File: src/rtl/upe_pkg.sv
// Shared constants for the UPE triple-operand adder.
// Holds the default datapath width used by upe_tripleadd32.
package upe_pkg;

    // Default operand and result width in bits.
    localparam int UPE_WIDTH = 32;

endpackage

File: src/rtl/upe_add32.sv
// Purely combinational WIDTH-bit adder with carry-in and carry-out.
// Ports: i_a, i_b (operands), i_cin (carry-in), o_sum (wrapped sum), o_cout (carry-out).
module upe_add32
    import upe_pkg::*;
#(
    parameter int WIDTH = UPE_WIDTH
) (
    input  logic [WIDTH-1:0] i_a,
    input  logic [WIDTH-1:0] i_b,
    input  logic             i_cin,
    output logic [WIDTH-1:0] o_sum,
    output logic             o_cout
);

    logic [WIDTH:0] w_full;

    // Extend to WIDTH+1 bits so the top bit captures the carry-out.
    assign w_full = {1'b0, i_a} + {1'b0, i_b} + {{WIDTH{1'b0}}, i_cin};

    assign o_sum  = w_full[WIDTH-1:0];
    assign o_cout = w_full[WIDTH];

endmodule

File: src/rtl/upe_tripleadd32.sv
// Registered three-operand adder: Out = A + B + carryin1 + C + carryin2, one-cycle latency.
// Ports: clk, rst (sync active-high), in_valid, A, B, C, carryin1, carryin2 -> Out, carryout1, carryout2, out_valid.
module upe_tripleadd32
    import upe_pkg::*;
#(
    parameter int WIDTH = UPE_WIDTH
) (
    input  logic             clk,
    input  logic             rst,
    input  logic             in_valid,
    input  logic [WIDTH-1:0] A,
    input  logic [WIDTH-1:0] B,
    input  logic [WIDTH-1:0] C,
    input  logic             carryin1,
    input  logic             carryin2,
    output logic [WIDTH-1:0] Out,
    output logic             carryout1,
    output logic             carryout2,
    output logic             out_valid
);

    logic [WIDTH-1:0] w_s1;
    logic             w_c1;
    logic [WIDTH-1:0] w_s2;
    logic             w_c2;

    logic [WIDTH-1:0] r_out;
    logic             r_c1;
    logic             r_c2;
    logic             r_valid;

    // Stage 1: A + B + carryin1.
    upe_add32 #(
        .WIDTH (WIDTH)
    ) u_stage1 (
        .i_a    (A),
        .i_b    (B),
        .i_cin  (carryin1),
        .o_sum  (w_s1),
        .o_cout (w_c1)
    );

    // Stage 2: wrapped stage-1 sum + C + carryin2, same cycle.
    upe_add32 #(
        .WIDTH (WIDTH)
    ) u_stage2 (
        .i_a    (w_s1),
        .i_b    (C),
        .i_cin  (carryin2),
        .o_sum  (w_s2),
        .o_cout (w_c2)
    );

    // Result registers hold when no operation is accepted.
    always_ff @(posedge clk) begin
        if (rst) begin
            r_out <= '0;
            r_c1  <= 1'b0;
            r_c2  <= 1'b0;
        end else if (in_valid) begin
            r_out <= w_s2;
            r_c1  <= w_c1;
            r_c2  <= w_c2;
        end
    end

    always_ff @(posedge clk) begin
        if (rst) begin
            r_valid <= 1'b0;
        end else begin
            r_valid <= in_valid;
        end
    end

    assign Out       = r_out;
    assign carryout1 = r_c1;
    assign carryout2 = r_c2;
    assign out_valid = r_valid;

endmodule

File: config.mk
export PLATFORM = sky130hd
export DESIGN_NAME = upe_tripleadd32
export DESIGN_NICKNAME = d
export VERILOG_FILES = /design/src/rtl/upe_pkg.sv /design/src/rtl/upe_add32.sv /design/src/rtl/upe_tripleadd32.sv
export SDC_FILE = /design/constraint.sdc
export NUM_CORES = 1
export LEC_CHECK = 0
export ABC_AREA = 1
export CAP_MARGIN = 20
export CORE_MARGIN = 2
export CORE_UTILIZATION = 55
export DETAILED_ROUTE_END_ITERATION = 8
export HOLD_SLACK_MARGIN = 0.03
export PLACE_DENSITY = 0.87
export SLEW_MARGIN = 10
export SYNTH_ARGS = -nofsm -noshare
export SYNTH_HDL_FRONTEND = slang
export SYNTH_SLANG_ARGS = --single-unit
File: constraint.sdc
create_clock -name clk -period 9 [get_ports clk]
set_input_delay 1.8 -clock clk [delete_from_list [all_inputs] [get_ports clk]]
set_output_delay 1.8 -clock clk [all_outputs]
set_load 0.01 [all_outputs]
; After elaboration in Yosys (flattened, before gate mapping)
; Index checks and enable logic that the tools add are counted.
[op_classes]
n_addsub = 4
[op_table]
columns = cell, n
row1 = $add 32x32->33, 2
row2 = $add 33x1->33, 2
[word_totals]
inputBits = 101
output_inout_bits = 35
register_bits = 35

; Depth between registers and ports, before layout
; Gate-level depths: netlist of run 1.
[logic_depth]
word_depth = 4
ltp_mapped = 25

; Cells and area by module
; A second synthesis of run 1 with hierarchy kept.
[hier_totals]
cells_unflattened = 1226
hier_area_um2 = 6198.4
[modules_own_cells]
columns = module, area_per_inst_um2, cells_each, instances
row1 = upe_add32 at u_stage1, 2393.5, 505, 1
row2 = upe_add32 at u_stage2, 2381.0, 502, 1
row3 = upe_tripleadd32, 1423.9, 219, 1

; Least setup slack after synthesis of run 1
; OpenSTA, ideal clock, no wires.
[synth_path]
path_type = in2reg
from = input port A[0]
to = register r_out[27], in the netlist Out[27]
setup_ps = 109
t_arrival_ps = 4469
path_stages = 22
slack_ps = 4422
path_buffers = 0
path_cell_list = fa_1 inv_1 fa_1 inv_1 nand3_1 nand2_2 nand2_1 nand2_2 a21o_1 nand2_1 nand2_1 xor2_1 ha_1 nand2_1 nor2_1 inv_1 nor3_1 nand2_1 nand3_1 nand3_1 nand2_1 inv_1
[synth_between]
elab_chain_len = 4
[synth_rtl]
columns = item, line_no
row1 = start: declaration, upe_tripleadd32.sv:11  ; input logic [WIDTH-1:0] A,
row2 = $add 32x32->33, upe_add32.sv:18  ; assign w_full = {1'b0, i_a} + {1'b0, i_b} + {{WIDTH{1'b0}}, i_cin};
row3 = $add 33x1->33, upe_add32.sv:18
row4 = $add 32x32->33, upe_add32.sv:18
row5 = $add 33x1->33, upe_add32.sv:18
row6 = end signal: assignment, upe_tripleadd32.sv:61  ; r_out <= w_s2;
row7 = end: declaration, upe_tripleadd32.sv:27  ; logic [WIDTH-1:0] r_out;
; No other way between the ends.
; A chain may end at the register's enable or synchronous reset.

; Worst setup path after layout of run 1
[layout_path]
from = input port A[0]
to = register r_out[30], in the netlist Out[30]
; The elaborated chain is that of the path after synthesis.

==> run metrics, run 1 <==
n_diodes=0; row count=37; Seq/Total Area, Yosys=approximately an eighth; DRT antenna net count=0; Avg WL per Cell=12.5 µm; Worst EP arrival=5.36 ns; Synth Register Bits=35; Longest Clk Path Bufs=2; maxcap violations=0; Rel. slew slack=between 60% and 70%; first-pass GRT wire length=27800 µm; Async SR Flop Fraction=0%; P_leak=between 4 and 5 nW; routability cong.=1.03; Cells after Synth=1047; R2R Setup Slk=8.20 ns; post-CTS resize count=0; worst r2r dst=carryout1; crit path max fanout=5; Root Buffer=clkbuf_8; Total GRT Usage=30.1%; Starting Density=between 50% and 60%; Final WS setup=roughly 3.8 ns; Core Region=just over 10000 µm²; Peak VDD IR=0.0000905 V; WHS Path Cells=2; htree depth=2; Fin. Hold Viols=0; CTS tree=built; Setup CP Type=in -> reg; vias per cell=5.14; Mapped Nets=1214; EDFF count, synth=0; Crit. Startpoint=A[0]; placement-stage worst setup slack=3.58 ns; Tmin final=5.17 ns; CTS Buf Count=5; nets@finish=1348; IO Pins=~140; Cell Count, Final, Fillers Out=1318; Clock transition at path regs=0.07 ns; Reg2Reg Depth=2; Max Clock Skew=0 ns; via count=6769; Synth Flop Type=dfxtp_1; Critical Path End Type=register; r2r startpoint=carryout1; layout cell share with drive strength beyond 1=3.64%; gr ovfl total=0; Fin Hold WS=about 0.51 ns; clock sink count=35; P&R area growth vs syn=28.6%; Hold Startpoint=Out[10]; Final Max Tran Viols=0; data required time of the worst path=between 9 and 10 ns; Hold Crit Class=reg -> reg; Syn Area/Cell=5.44 µm²; Hold EP=Out[10]; Final setup viols=0; CP startpoint kind=input pin; largest net degree at the start of global routing=between 50 and 60; DRT Pass-1 Iters=6; fmax=193 MHz; Pwr Density=144 nW/µm²; width of the die=106 µm; Least-Margin Pin Slew=0.558 ns; number of port buffers=135; Ys Warns=0; clock latency on the worst-skew pair=a little under 0.3 ns; overall die area=11200 µm²; outcome=finished, final reports clean; total negative slack=0 ns; vias in the first global route=6327; RSZ-0062 raised after global routing=no; number of remaining DRC errors=0; cell area after synthesis=approximately 5700 µm²; initial antenna violation count=0; Hold Buf Count CTS=0; DR iter-0 viols=390; synth unique cells=39; part of the cycle the worst path needs=57.5%; die height=106 µm; routed wire length=approximately 16000 µm; # placed instances=1310; Filler cells=966; Post-CTS Setup Inserts=0; HPWL after DPL=~14000 µm
==> critical path, cell delays in order <==
cell             delay, ns
clkdlybuf4s50_1       0.43
fa_1                  0.48
inv_1                 0.18
fa_1                  0.24
inv_1                 0.06
nand3_1               0.08
nand2_2               0.08
nand2_1               0.09
nand2_2               0.08
a21o_1                0.20
nand3_1               0.15
nand2_1               0.07
nand2_1               0.06
nand2_1               0.07
ha_1                  0.39
nand2_1               0.12
nor2_1                0.17
nand2_1               0.10
nor2_1                0.12
nand2_1               0.09
nand3_1               0.08
nand3_1               0.10
nand2_1               0.09
inv_1                 0.04
==> registers in the layout, summed over array words and instances (netlist names) <==
signal and cells:
Out 32, carryout1 1, carryout2 1, out_valid 1
==> worst max-delay path by stage <==
stage,slack (ns),end
after floorplan,4.42,Out[27]
after global placement,3.63,Out[30]
after detailed placement,3.58,Out[28]
after CTS,3.87,Out[27]
after global routing,3.53,Out[30]
final,3.83,Out[30]
==> logic make-up after synthesis <==
group,Yosys count,synth area share (%)
AOI/OAI and AO/OA,135,13.2
buffers and inverters,200,13.2
and+or+nand+nor,577,41.1
DFF,35,12.3
xor gates and xnor gates,34,5.23
adders and majority gates,66,15.0
==> metal layers <==
| layer | share of wire (%) | GRT usage, % | vias to the layer above |
|---|---|---|---|
| li1 | - | - | 3544 |
| met5 | 0 | 0 | - |
| met4 | 2.9 | 10.3 | 0 |
| met1 | 45 | 38.8 | 2946 |
| met2 | 46 | 52.5 | 242 |
| met3 | 5.7 | 2.41 | 37 |
==> where the power goes <==
part           internal, mW  switching, mW
Sequential            0.179         0.0127
Combinational         0.278          0.413
Clock                 0.110         0.0600
==> per-stage QoR <==
step | area (µm²) | power (mW) | utilization (%)
floorplan | 5700 | 0.660 | -
global placement | 7190 | 0.864 | 70.6
detailed placement | 7190 | 0.873 | 70.6
CTS | 7330 | 1.05 | 71.9
global route | 7330 | 1.15 | 71.9
finish | 7330 | 1.05 | 71.9
==> cell type report <==
| type | count | area (µm²) | share of cell area [%] |
|---|---|---|---|
| clock buffers | 5 | 68.8 | 0.939 |
| clock inverters | 3 | 67.6 | 0.922 |
| inverters | 190 | 713 | 9.74 |
| multi-input cells | 812 | 4240 | 57.9 |
| flip-flops and latches | 35 | 701 | 9.56 |
| well taps | 136 | 170 | 2.32 |
| repair buffers | 137 | 1360 | 18.6 |
==> placed cells by master (no fill, tap or decap), drive strengths merged <==
master,instances
nand2,344
a21o,5
o211ai,1
nand3b,1
nand4,5
clkbuf,5
clkdlybuf4s50,134
nor3,12
clkinv,2
a21oi,70
bufinv,2
o21a,6
xnor2,8
a211oi,1
fa,4
a31oi,1
xor2,26
nand3,65
nor4,2
o311ai,1
and3,1
buf,3
inv,188
ha,62
nor2,146
o21bai,2
clkinvlp,1
o21ai,46
o31ai,2
dfxtp,35
and2,1
==> synthesized netlist by cell type, types with 2 or more instances <==
cell      instances  area (µm²)
a21o_1            5        37.5
a21oi_1          68         340
a21oi_2           2        17.5
buf_1             2        7.51
clkbuf_1          7        26.3
clkinv_1          2        7.51
dfxtp_1          35         701
fa_1              4        80.1
ha_1             62         776
inv_1           178         668
inv_2            10        37.5
nand2_1         332        1250
nand2_2          12        75.1
nand3_1          65         325
nand4_1           5        31.3
nor2_1          143         537
nor2_2            2        12.5
nor3_1           10        50.1
nor3_2            2        20.0
nor4_1            2        12.5
o21a_1            5        37.5
o21ai_0          27         135
o21ai_1          18        90.1
o21bai_1          2        15.0
xnor2_1           8        70.1
xor2_1           26         228
Note: power is estimated with default switching activity, not from simulation.
==> run 2: changes to the inputs <==
--- a/config.mk
+++ b/config.mk
@@ -8,10 +8,10 @@
 export ABC_AREA = 1
 export CAP_MARGIN = 20
 export CORE_MARGIN = 2
-export CORE_UTILIZATION = 55
+export CORE_UTILIZATION = 47
 export DETAILED_ROUTE_END_ITERATION = 8
 export HOLD_SLACK_MARGIN = 0.03
-export PLACE_DENSITY = 0.87
+export PLACE_DENSITY = 0.79
 export SLEW_MARGIN = 10
 export SYNTH_ARGS = -nofsm -noshare
 export SYNTH_HDL_FRONTEND = slang
==> constraint.sdc (replaced) <==
create_clock -name clk -period 4.6 [get_ports clk]
set_input_delay 0.92 -clock clk [delete_from_list [all_inputs] [get_ports clk]]
set_output_delay 0.92 -clock clk [all_outputs]
set_load 0.01 [all_outputs]
==> run metrics, run 2 (same netlist as run 1, synthesis figures left out) <==
CP Cell Sequence=clkdlybuf4s50_1 -> fa_1 -> inv_1 -> fa_1 -> inv_1 -> nand3_1 -> nand2_2 -> nand2_1 -> nand2_2 -> a21o_1 -> nand3_1 -> nand3_1 -> nand2_1 -> ha_1 -> nand2_1 -> nor2_1 -> nand2_1 -> nor2_1 -> nand2_1 -> nand3_1 -> nand3_1 -> nand2_1 -> inv_1; Rel. slew slack=64.0%; Root Buffer=clkbuf_16; initial antenna violation count=0; Final setup viols=0; Final Max Tran Viols=0; die height=114 µm; P&R area growth vs syn=29.6%; Clock transition at path regs=~0.060 ns; DRT Pass-1 Iters=5; Max Clock Skew=0 ns; routability cong.=0.916; Core Region=11900 µm²; total negative slack=0 ns; Worst EP arrival=4.46 ns; HPWL after DPL=14500 µm; CTS tree=built; DR iter-0 viols=354; nets@finish=1349; Fin Hold WS=roughly 0.5 ns; metal2 WL=7550 µm; vias per cell=4.91; CTS Buf Count=5; most common cell after layout, fill and taps aside=nand2_1; worst r2r dst=carryout1; via count=6533; most frequent CP cell=nand2_1; Hold Startpoint=Out[10]; WL met1=7780 µm; highest routed metal layer=met4; width of the die=between 100 and 150 µm; Peak VDD IR=0.000137 V; vias in the first global route=approximately 6000; Pwr Density=286 nW/µm²; clock latency on the worst-skew pair=around 0.28 ns; CP startpoint kind=input pin; Fin. Hold Viols=0; crit-path leading delay family=simple AND/OR/NAND/NOR gates; Reg2Reg Depth=2; clock sink count=35; number of remaining DRC errors=0; Hold Buf Count CTS=0; commonest cells after routing, fill and taps aside=nand2_1 (332), inv_1 (178), nor2_1 (141); Setup CP Type=in -> reg; overall die area=13000 µm²; max FFs per register=32; Total GRT Usage=26.1%; first-pass GRT wire length=27500 µm; maxcap violations=0; fmax=234 MHz; htree depth=2; r2r startpoint=carryout1; P_leak=4.04 nW; crit path max fanout=5; Critical Path End Type=register; n_diodes=0; Least-Margin Pin Slew=between 0.5 and 0.6 ns; outcome=finished, final reports clean; IO Pins=136; Hold Crit Class=reg -> reg; largest net degree at the start of global routing=56; R2R Setup Slk=3.60 ns; gr ovfl total=0; Longest Clk Path Bufs=2; routed wl met3=around 900 µm; row count=40; layout cell share with drive strength beyond 1=a little under 4%; DRT antenna net count=0; Avg WL per Cell=12.4 µm; RSZ-0062 raised after global routing=no; slowest stage delay, CP=0.49 ns; CP max-delay cell=clkdlybuf4s50_1; Tmin final=4.27 ns; data required time of the worst path=4.78 ns; Filler cells=1198; part of the cycle the worst path needs=92.9%; Crit. Startpoint=A[0]; Hold EP=Out[10]; worst path buffer plus inverter count=4; number of port buffers=135; Starting Density=47.8%; routed wire length=about 17000 µm; WHS Path Cells=2
-- run 2: cell count changes in the layout (fill, tap and decap cells not counted) --
cell	delta
clkbuf_16	+5
bufinv_16	-1
clkbuf_8	-5
clkinvlp_4	-1
buf_4	+1
clkinv_4	+1
clkinv_2	+1
nor2_2	+2
nor2_1	-2
-- run 2: area by class of cell --
cell class / instances / area (µm²) / area share [%]
sequential: 35 / 701 / 9.49
timing repair buffer: 138 / 1370 / 18.5
clock buffer: 5 / 125 / 1.69
tap: 147 / 184 / 2.49
inverter: 190 / 713 / 9.66
multi-input combinational: 812 / 4250 / 57.5
clock inverter: 3 / 43.8 / 0.593
-- run 2: worst max-delay path by stage --
| stage | end | slack [ns] | cells after the start |
|---|---|---|---|
| after floorplan | Out[27] | 0.90 | 22 |
| after global placement | Out[30] | 0.11 | 23 |
| after detailed placement | Out[30] | 0.07 | 23 |
| after CTS | Out[30] | 0.36 | 23 |
| after global routing | Out[27] | 0.03 | 23 |
| final | Out[30] | 0.33 | 23 |
-- run 2: repair_timing --
item,CTS,global route
buffers inserted,0,0
resized for setup,0,2
setup endpoints to repair,0,1
hold endpoints to repair,0,0
-- run 2: metrics by stage --
step                utilization [%]  cell area [µm²]  power (mW)  instances  worst slack (ns)
floorplan                         -             5700        1.29       1047             0.902
global placement               60.5             7210        1.71       1322             0.112
detailed placement             60.5             7210        1.72       1322            0.0738
CTS                            62.0             7380        2.11       1330             0.359
global route                   62.0             7380        2.31       1330            0.0297
finish                         62.0             7380        2.11       1330             0.326
-- run 2: metal layers --
| layer | GRT usage [%] | up-vias |
|---|---|---|
| li1 | - | 3548 |
| met1 | 35.3 | 2768 |
| met2 | 45.0 | 196 |
| met3 | 1.32 | 21 |
| met4 | 7.48 | 0 |
| met5 | 0 | - |
-- run 2: worst reg2reg max path, delay by kind of cell (launching register included) --
kind | cells | cell delay, ns
AO/OA/AOI/OAI | 2 | 0.55
flip-flops | 1 | 0.30
-- run 2: power by group --
group / switching (mW) / internal, mW / leakage, nW / total, mW
Combinational: 0.805 / 0.545 / 3.67 / 1.35
Clock: 0.131 / 0.255 / 0.0838 / 0.386
Sequential: 0.0237 / 0.350 / 0.291 / 0.373
==> run 3: changes to the inputs <==
--- a/config.mk
+++ b/config.mk
@@ -7,6 +7,7 @@
 export LEC_CHECK = 0
 export ABC_AREA = 1
 export CAP_MARGIN = 20
+export CORE_ASPECT_RATIO = 1.2
 export CORE_MARGIN = 2
 export CORE_UTILIZATION = 47
 export DETAILED_ROUTE_END_ITERATION = 8
@@ -16,3 +17,4 @@
 export SYNTH_ARGS = -nofsm -noshare
 export SYNTH_HDL_FRONTEND = slang
 export SYNTH_SLANG_ARGS = --single-unit
+export TNS_END_PERCENT = 50
==> run metrics, run 3 (same netlist as run 1, synthesis figures left out) <==
HPWL after DPL=about 15000 µm; DR iter-0 viols=252; P&R area growth vs syn=29.4%; Total GRT Usage=between 20% and 30%; Fin Hold WS=0.507 ns; vias per cell=5.00; outcome=finished, final reports clean; Final Max Tran Viols=0; max FFs per register=32; initial antenna violation count=0; P_leak=between 4 and 5 nW; Final setup viols=0; largest net degree at the start of global routing=56; most common cell after layout, fill and taps aside=nand2_1; first-pass GRT wire length=28000 µm; routed wire length=16800 µm; vias in the first global route=roughly 6300; Fin. Hold Viols=0; Tmin final=4.22 ns; Max Clock Skew=0 ns; gr ovfl total=0; DRT antenna net count=0; IO Pins=136; Worst EP arrival=4.41 ns; Hold Crit Class=reg -> reg; CTS tree=built; CP Cell Sequence=clkdlybuf4s50_1 -> fa_1 -> inv_1 -> fa_1 -> inv_1 -> nand3_1 -> nand2_2 -> nand2_1 -> nand2_2 -> a21o_1 -> nand2_1 -> nand2_1 -> xor2_1 -> ha_1 -> nand2_1 -> inv_1 -> a21oi_1 -> nand2_1 -> a21oi_1 -> nand2_1 -> nand2_1 -> nand3_1 -> nand2_1 -> inv_1; number of port buffers=135; row count=44; CP startpoint kind=input pin; CTS Buf Count=5; post-CTS resize count=0; nets@finish=1349; clock latency on the worst-skew pair=approximately 0.29 ns; Critical Path End Type=register; n_diodes=0; data required time of the worst path=4.79 ns; most frequent CP cell=nand2_1; Setup CP Type=in -> reg; die height=125 µm; fmax=237 MHz; DRT Pass-1 Iters=5; total negative slack=0 ns; Core Region=~12000 µm²; post-layout util=61.7%; Post-CTS Setup Inserts=0; htree depth=2; routability cong.=approximately 1; number of remaining DRC errors=0; Peak VDD IR=roughly 0.00019 V; crit path max fanout=5; Hold Buf Count CTS=0; layout cell share with drive strength beyond 1=3.64%; commonest cells after routing, fill and taps aside=nand2_1 (332), inv_1 (178), nor2_1 (143); clock sink count=35; Root Buffer=clkbuf_16; overall die area=13000 µm²; RSZ-0062 raised after global routing=no; Pwr Density=280 nW/µm²; Clock transition at path regs=0.06 ns; Longest Clk Path Bufs=2; Rel. slew slack=a little under two thirds; Avg WL per Cell=12.5 µm; part of the cycle the worst path needs=91.7%; Least-Margin Pin Slew=about 0.54 ns; slowest stage delay, CP=0.48 ns; width of the die=105 µm; via count=6710; Starting Density=47.7%; CP max-delay cell=fa_1; PnR Total Power=between 2 and 2.5 mW; maxcap violations=0
## run 3: cell count changes in the layout (fill, tap and decap cells not counted)
cell and change:
nor2_1 +2, nor2_2 -2, bufinv_16 -1, clkbuf_8 +1
clkinv_4 -1
## run 3: final cells by class
| class | instances | area [µm²] |
|---|---|---|
| clock buffers | 6 | 139 |
| clock inverters | 1 | 5.00 |
| fillers | 1254 | 4570 |
| inverters | 190 | 713 |
| well taps | 161 | 201 |
| repair buffers | 138 | 1370 |
| flip-flops and latches | 35 | 701 |
| multi-input cells | 812 | 4240 |
## run 3: path summary, 6_finish.rpt
| kind | startpoint | to | slack, ns | cells after the start |
|---|---|---|---|---|
| max | A[0] | Out[30] | 0.38 | 24 |
| min | Out[10] | Out[10] | 0.51 | 2 |
| max reg2reg | Out[5] | Out[5] | 3.88 | 4 |
| min reg2reg | Out[10] | Out[10] | 0.51 | 2 |
## run 3: routing by layer
metal	vias to the layer above	share of wire (%)	global-route usage, %
met3	40	3.5	1.57
met5	-	0	0
met2	171	50	48.5
met1	2944	44	31.1
met4	0	2.8	9.06
li1	3555	-	-
## run 3: per-stage QoR
step / std cells / area (µm²) / setup slack, ns
floorplan: 1047 / 5700 / 0.902
global placement: 1336 / 7230 / 0.189
detailed placement: 1336 / 7230 / 0.131
CTS: 1343 / 7370 / 0.415
global route: 1343 / 7370 / 0.0364
finish: 1343 / 7370 / 0.382
## run 3: critical path, delay by kind of cell
| family | cells | cell delay, ns |
|---|---|---|
| XOR/XNOR | 1 | 0.14 |
| AO/OA/AOI/OAI | 3 | 0.58 |
| buffers and inverters | 5 | 0.71 |
| adder cells (fa/ha/maj) | 3 | 1.06 |
| AND/OR/NAND/NOR | 12 | 1.01 |
## run 3: power by group
group	switching, mW	leakage (nW)	internal, mW
logic	0.803	3.67	0.544
registers	0.0242	0.291	0.350
clock network	0.131	0.0727	0.211
